$ cat src/rtl/camera_frame_writer_pkg.sv
// Purpose : shared types and widths for the camera frame writer.
// Latency : n/a (types and constants only).
// Backpressure: n/a.
package camera_frame_writer_pkg;

  typedef enum logic {
    WAIT_SOF = 1'b0,
    CAPTURE  = 1'b1
  } cfw_state_t;

  localparam int PIX_IDX_W = 19;  // pixel index inside a frame buffer
  localparam int ADDR_W    = 25;  // SDRAM word address
  localparam int PIX_W     = 10;  // camera pixel width

endpackage

$ cat src/rtl/cfw_test_pattern.sv
// Purpose : test-pattern data source; tracks column/line of the pixel being written and
//           replaces camera data with {pix_idx[4:0] ^ line[4:0]} when test_sel is set.
// Latency : combinational data path; line/column state updates on each accepted pixel.
// Backpressure: none; follows the writer's accept strobe.
// Ports: take (pixel accepted), restart (this pixel is pixel 0), clear (this pixel ends
//        the frame), pix_lsb (low bits of the pixel index), cam_data in, din out.
// Only built when CAM_TEST_PATTERN_EN is defined.
`ifdef CAM_TEST_PATTERN_EN
module cfw_test_pattern
  import camera_frame_writer_pkg::*;
#(
  parameter int FRAME_W = 640,
  parameter int FRAME_H = 480
) (
  input  logic             clk,
  input  logic             rst_n,
  input  logic             take,
  input  logic             restart,
  input  logic             clear,
  input  logic             test_sel,
  input  logic [4:0]       pix_lsb,
  input  logic [PIX_W-1:0] cam_data,
  output logic [PIX_W-1:0] din
);

  logic [PIX_IDX_W-1:0] col, line;
  logic [PIX_IDX_W-1:0] cur_col, cur_line;

  // Position of the pixel being written this cycle (restart forces pixel 0).
  assign cur_col  = restart ? '0 : col;
  assign cur_line = restart ? '0 : line;

  assign din = test_sel ? {{(PIX_W-5){1'b0}}, pix_lsb ^ cur_line[4:0]} : cam_data;

  always_ff @(posedge clk or negedge rst_n) begin
    if (!rst_n) begin
      col  <= '0;
      line <= '0;
    end else if (take) begin
      if (clear) begin
        col  <= '0;
        line <= '0;
      end else if (cur_col == PIX_IDX_W'(FRAME_W - 1)) begin
        col  <= '0;
        line <= (cur_line == PIX_IDX_W'(FRAME_H - 1)) ? '0 : cur_line + PIX_IDX_W'(1);
      end else begin
        col  <= cur_col + PIX_IDX_W'(1);
        line <= cur_line;
      end
    end else if (restart) begin
      col  <= '0;
      line <= '0;
    end
  end

endmodule
`endif

$ cat src/rtl/camera_frame_writer.sv
// Purpose : writes a camera pixel stream into one of two SDRAM frame buffers via port C,
//           swapping buffers and publishing the finished one as the display base per frame.
// Latency : 1 cycle from accepted cam_valid to portC_write/addr/din; status in the same cycle.
// Backpressure: none; every accepted pixel is written, the writer never stalls.
// Ports: clk, rst_n (async active-low); capture_en, cam_sof, cam_valid, cam_data in;
//        portC_write/addr/din out; disp_base, frame_done, frame_err, frame_count, err_count out.
// Option: CAM_TEST_PATTERN_EN adds input test_sel selecting a generated test pattern.
module camera_frame_writer
  import camera_frame_writer_pkg::*;
#(
  parameter int                FRAME_W   = 640,
  parameter int                FRAME_H   = 480,
  parameter logic [ADDR_W-1:0] BUF0_BASE = 25'd0,
  parameter logic [ADDR_W-1:0] BUF1_BASE = 25'd524288
) (
  input  logic              clk,
  input  logic              rst_n,
`ifdef CAM_TEST_PATTERN_EN
  input  logic              test_sel,
`endif
  input  logic              capture_en,
  input  logic              cam_sof,
  input  logic              cam_valid,
  input  logic [PIX_W-1:0]  cam_data,
  output logic              portC_write,
  output logic [ADDR_W-1:0] portC_addr,
  output logic [PIX_W-1:0]  portC_din,
  output logic [ADDR_W-1:0] disp_base,
  output logic              frame_done,
  output logic              frame_err,
  output logic [15:0]       frame_count,
  output logic [7:0]        err_count
);

  localparam logic [PIX_IDX_W-1:0] LAST_IDX = PIX_IDX_W'(FRAME_W * FRAME_H - 1);

  cfw_state_t           state;
  logic                 wr_sel;   // 0: writing buffer 0, 1: writing buffer 1
  logic [PIX_IDX_W-1:0] pix_idx;
  logic [ADDR_W-1:0]    wr_base;
  logic                 start, abort, take, last;
  logic [PIX_IDX_W-1:0] eff_idx;
  logic [PIX_W-1:0]     din_next;

  assign wr_base = wr_sel ? BUF1_BASE : BUF0_BASE;
  assign start   = (state == WAIT_SOF) && cam_sof && capture_en;
  // Any sof inside a frame is premature: reaching the last pixel already left CAPTURE.
  assign abort   = (state == CAPTURE) && cam_sof;
  assign take    = cam_valid && ((state == CAPTURE) || start);
  // A sof (start or abort) makes the same-cycle pixel pixel 0, so sof beats "last pixel".
  assign eff_idx = (start || abort) ? '0 : pix_idx;
  assign last    = take && (eff_idx == LAST_IDX);

`ifdef CAM_TEST_PATTERN_EN
  cfw_test_pattern #(
    .FRAME_W(FRAME_W),
    .FRAME_H(FRAME_H)
  ) u_test_pattern (
    .clk      (clk),
    .rst_n    (rst_n),
    .take     (take),
    .restart  (start || abort),
    .clear    (last),
    .test_sel (test_sel),
    .pix_lsb  (eff_idx[4:0]),
    .cam_data (cam_data),
    .din      (din_next)
  );
`else
  assign din_next = cam_data;
`endif

  always_ff @(posedge clk or negedge rst_n) begin
    if (!rst_n) begin
      state       <= WAIT_SOF;
      wr_sel      <= 1'b0;
      pix_idx     <= '0;
      portC_write <= 1'b0;
      portC_addr  <= '0;
      portC_din   <= '0;
      disp_base   <= BUF1_BASE;
      frame_done  <= 1'b0;
      frame_err   <= 1'b0;
      frame_count <= '0;
      err_count   <= '0;
    end else begin
      portC_write <= take;
      frame_done  <= last;
      frame_err   <= abort;
      if (take) begin
        portC_addr <= wr_base + ADDR_W'(eff_idx);
        portC_din  <= din_next;
      end

      if (last) begin
        state       <= WAIT_SOF;
        pix_idx     <= '0;
        disp_base   <= wr_base;
        wr_sel      <= ~wr_sel;
        frame_count <= frame_count + 16'd1;
      end else if (take) begin
        state   <= CAPTURE;
        pix_idx <= eff_idx + PIX_IDX_W'(1);
      end else if (start || abort) begin
        state   <= CAPTURE;
        pix_idx <= '0;
      end

      if (abort && (err_count != 8'hFF)) begin
        err_count <= err_count + 8'd1;
      end
    end
  end

endmodule

$ cat config.mk
export PLATFORM = sky130hd
export DESIGN_NAME = camera_frame_writer
export DESIGN_NICKNAME = d
export VERILOG_FILES = /design/src/rtl/camera_frame_writer_pkg.sv /design/src/rtl/cfw_test_pattern.sv /design/src/rtl/camera_frame_writer.sv
export SDC_FILE = /design/constraint.sdc
export NUM_CORES = 1
export LEC_CHECK = 0
export ABC_AREA = 1
export CAP_MARGIN = 5
export CELL_PAD_IN_SITES_DETAIL_PLACEMENT = 1
export CELL_PAD_IN_SITES_GLOBAL_PLACEMENT = 1
export CORE_UTILIZATION = 30
export DETAILED_ROUTE_END_ITERATION = 16
export GPL_TIMING_DRIVEN = 0
export PLACE_DENSITY_LB_ADDON = 0.1
export REMOVE_ABC_BUFFERS = 1
export SLEW_MARGIN = 0
export SYNTH_ARGS = -nofsm -noshare
export SYNTH_HDL_FRONTEND = slang
export SYNTH_HIERARCHICAL = 1
export SYNTH_SLANG_ARGS = --single-unit
export TNS_END_PERCENT = 5
$ cat constraint.sdc
create_clock -name clk -period 2.5 [get_ports clk]
set_clock_uncertainty 0.2 [all_clocks]
set_input_delay 0.5 -clock clk [delete_from_list [all_inputs] [get_ports clk]]
set_output_delay 0.5 -clock clk [all_outputs]
set_load 0.02 [all_outputs]
==> out/results.txt <==
status = complete, no violations
Synth cell types = 34
total of warnings raised by yosys = 6
Max-Cap Viols = 0
Slew @ Worst Pin = 0.540 ns
sequential fraction of the synthesis area = 46.2%
placed insts = 788
clk root buf = clkbuf_16
final setup fails = 0
Initial DRC Count = 88
EDFF count, synth = 0
WHS Endpoint = portC_addr[11]
GRT Residual Overflow = 0
vias in the first global route = 4049
Ant. Diodes = 0
Num CTS Buffers = 9
Avg Vias per Cell = 4.63
antenna violations before repair = 0
minimum clock period = 2.39 ns
remaining routing DRC violations = 0
Gate Count Post-Synth = 549
fmax = 0.419 GHz
area growth from synthesis to layout = 32.9%
routed via count = 3813
top cells by area, synth = dfrtp_1 (46%), nand2_1 (16%), buf_4 (5.3%)
clock buffer depth = 2
Starting Density = 30.8%
Arrival @ worst endpoint = 2.42 ns
drt first pass iters = 4
Place WS = -1.52 ns
final worst slack = 0.112 ns
relative slew slack = 63.7%
Worst Hold Depth = 2
Vert. Die Dim = 121 um
Chip Width = 121 um
Cell Chain, Critical Path = dlygate4sd2_1, nand2_4, buf_4, buf_4, nand3_2, nor2_1, nand2_1, nor2_4, nand2_8, buf_12, o21ai_0, a21oi_1
area leader, netlist = dfrtp_1
Critical Path RT = 2.53 ns
Post-DRT Antenna Nets = 0
gp weighted congestion = 0.804
slowest cell on the critical path = dlygate4sd2_1
met3 Resource Use GR = 2.77%
Critical Path Sink Type = register
Slowest Stage Delay on Critical Path = 0.31 ns
total track usage = 18.5%
first-pass GRT wire length = 20800 um
Die ar. = 14700 sq um
CTS sink count = 79
clock edge transition at the registers on the reported setup and hold paths = 0.07 ns
dpl hpwl = 8020 um
Final #Nets = 657
Setup CP Type = in -> reg
Worst Hold Class = reg -> reg
RSZ-0062 raised after global routing = true
layout cells sized above 1 = 11.2%
max-slew violations = 0
Mean Syn Cell Area = 7.79 sq um
CTS tree = done
# IOs = 102
Row Count = 43
pwr/cell area = 594 nW/um^2
min-delay src = portC_addr[11]
R2R setup slack = 0.15 ns
P_leak = 2.67 nW
final core occ = 41.0%
met2 GRT Util = 30.9%
Min Hold Slack = 0.272 ns
Crit Reg-Reg Startpoint = state
Main synth FF type = dfrtp_1
post-synth top area share = 45.6%
Crit path max-delay family = simple AND/OR/NAND/NOR gates
H-tree lvl count = 3
register bit total from synthesis = 79
Reg2Reg Depth = 11
fin cells = 824
Synth async-reset ratio = 100%
largest net degree at the start of global routing = 46
M1 GR Usage = 23.7%
RR Endpoint = pix_idx[11]
Max VDD drop = 0.000214 V
Max FO, Critical Path = 8
WP buf/inv = 4
GRT busiest layer = met2
core area = 13900 sq um
FILL cells = 1682
IO buf count = 72
most frequent cell on the critical path = buf_4
Tcrit/Tclk final = 95.5%
Hold Fails Final Rpt = 0
routed wire length per instance = 14.8 um
total length of routed wires = 12200 um
CP Launch Type = input port
Worst-Skew Late Latency = 0.35 ns
Synth Cell Area = 4280 sq um
-- synth_stat cells, types with 2 or more instances --
cell type,count
dfrtp_1,78
nor2_4,5
o21ai_1,2
xnor2_1,4
a21oi_1,7
clkbuf_1,4
nand2_2,4
xor2_1,13
o21ai_0,15
ha_1,3
nor2_1,54
nand3_1,28
nor2_2,3
nor3_1,15
buf_2,3
nand4_1,23
buf_6,5
buf_4,30
nand3_2,2
nand2_1,181
inv_1,56
a31oi_1,2
-- placed cells by master, fill, tap and decap left out, types with 3 or more instances in the layout --
cell type / n
nand3_1: 23
clkdlybuf4s50_1: 68
nand2_8: 3
conb_1: 29
xor2_1: 13
inv_6: 4
nor2_1: 49
nand2_4: 4
nor2_2: 3
ha_1: 3
nand2_1: 179
inv_1: 55
nand3_2: 7
nor2_4: 10
nor3_1: 15
dfrtp_1: 78
buf_4: 13
a21oi_1: 7
clkbuf_16: 9
o21ai_0: 15
nand4_1: 23
xnor2_1: 4
-- power by group --
| part | total [mW] | leakage, nW | internal (mW) | switching, mW |
|---|---|---|---|---|
| logic | 0.561 | 1.47 | 0.232 | 0.329 |
| registers | 1.44 | 1.05 | 1.36 | 0.0779 |
| clock network | 1.38 | 0.154 | 0.808 | 0.570 |
-- routing by layer --
metal  vias up  share of wire (%)
met5         -                  0
met4         0                2.2
met3        16                3.0
met2        74                 49
met1      1858                 45
li1       1865                  -
-- stage by stage --
step	instance area, sq um	power (mW)	TNS [ns]
after CTS	5650	3.44	0
final	5690	3.38	0
after detailed placement	5040	2.00	-63.97
after global routing	5690	3.53	-0.0194
after floorplan	4070	1.74	-0.511
after global placement	5020	1.99	-273.37
-- sequential cells by signal, summed over array words and instances (netlist names) --
register / cells
frame_err: 1
err_count: 8
portC_write: 1
disp_base: 1
frame_done: 1
wr_sel: 1
state: 1
pix_idx: 19
portC_din: 10
frame_count: 16
portC_addr: 20
-- cell type report --
type / count / area [sq um] / share of cell area [%]
Clock buffer: 10 / 239 / 4.20
Clock inverter: 6 / 66.3 / 1.17
Inverter: 58 / 246 / 4.33
Multi-Input combinational cell: 400 / 2020 / 35.5
Sequential cell: 79 / 1980 / 34.8
Tap cell: 180 / 225 / 3.96
Timing Repair Buffer: 89 / 897 / 15.8
Timing Repair inverter: 2 / 17.5 / 0.308
-- worst max path at each step --
stage	from	end	slack, ns	cells past startpoint
finish	cam_sof	pix_idx[7]	0.11	12
global route	cam_sof	frame_count[9]	-0.02	13
CTS	cam_sof	pix_idx[7]	0.09	13
detailed placement	cam_sof	pix_idx[18]	-1.52	10
global placement	rst_n	frame_count[15]	-2.41	1
floorplan	capture_en	pix_idx[18]	-0.19	9
-- worst reg2reg max path: cells and delay by family (launching register included) --
kind	cells	cell delay, ns
buf+inv	1	0.10
flops	1	0.45
fa+ha+maj	1	0.18
simple gates	9	1.31
-- timing repair --
action	CTS	global route
buffers inserted	15	0
pin swaps	7	4
hold buffers	1	0
resized for setup	27	9
endpoints found under the setup margin	58	30
hold endpoints to repair	34	0
gates cloned	4	0
-- cell families (layout without fill, tap and decap cells) --
kind of cell / after synthesis / after routing / synth area share, %
flops: 79 / 79 / 46.2
compound gates: 29 / 29 / 3.65
simple gates: 320 / 322 / 33.3
xor+xnor: 17 / 17 / 3.48
other cells: 1 / 29 / 0.0876
fa+ha+maj: 3 / 3 / 0.877
buf+inv: 100 / 165 / 12.4
Note: power is estimated with default switching activity, not from simulation.
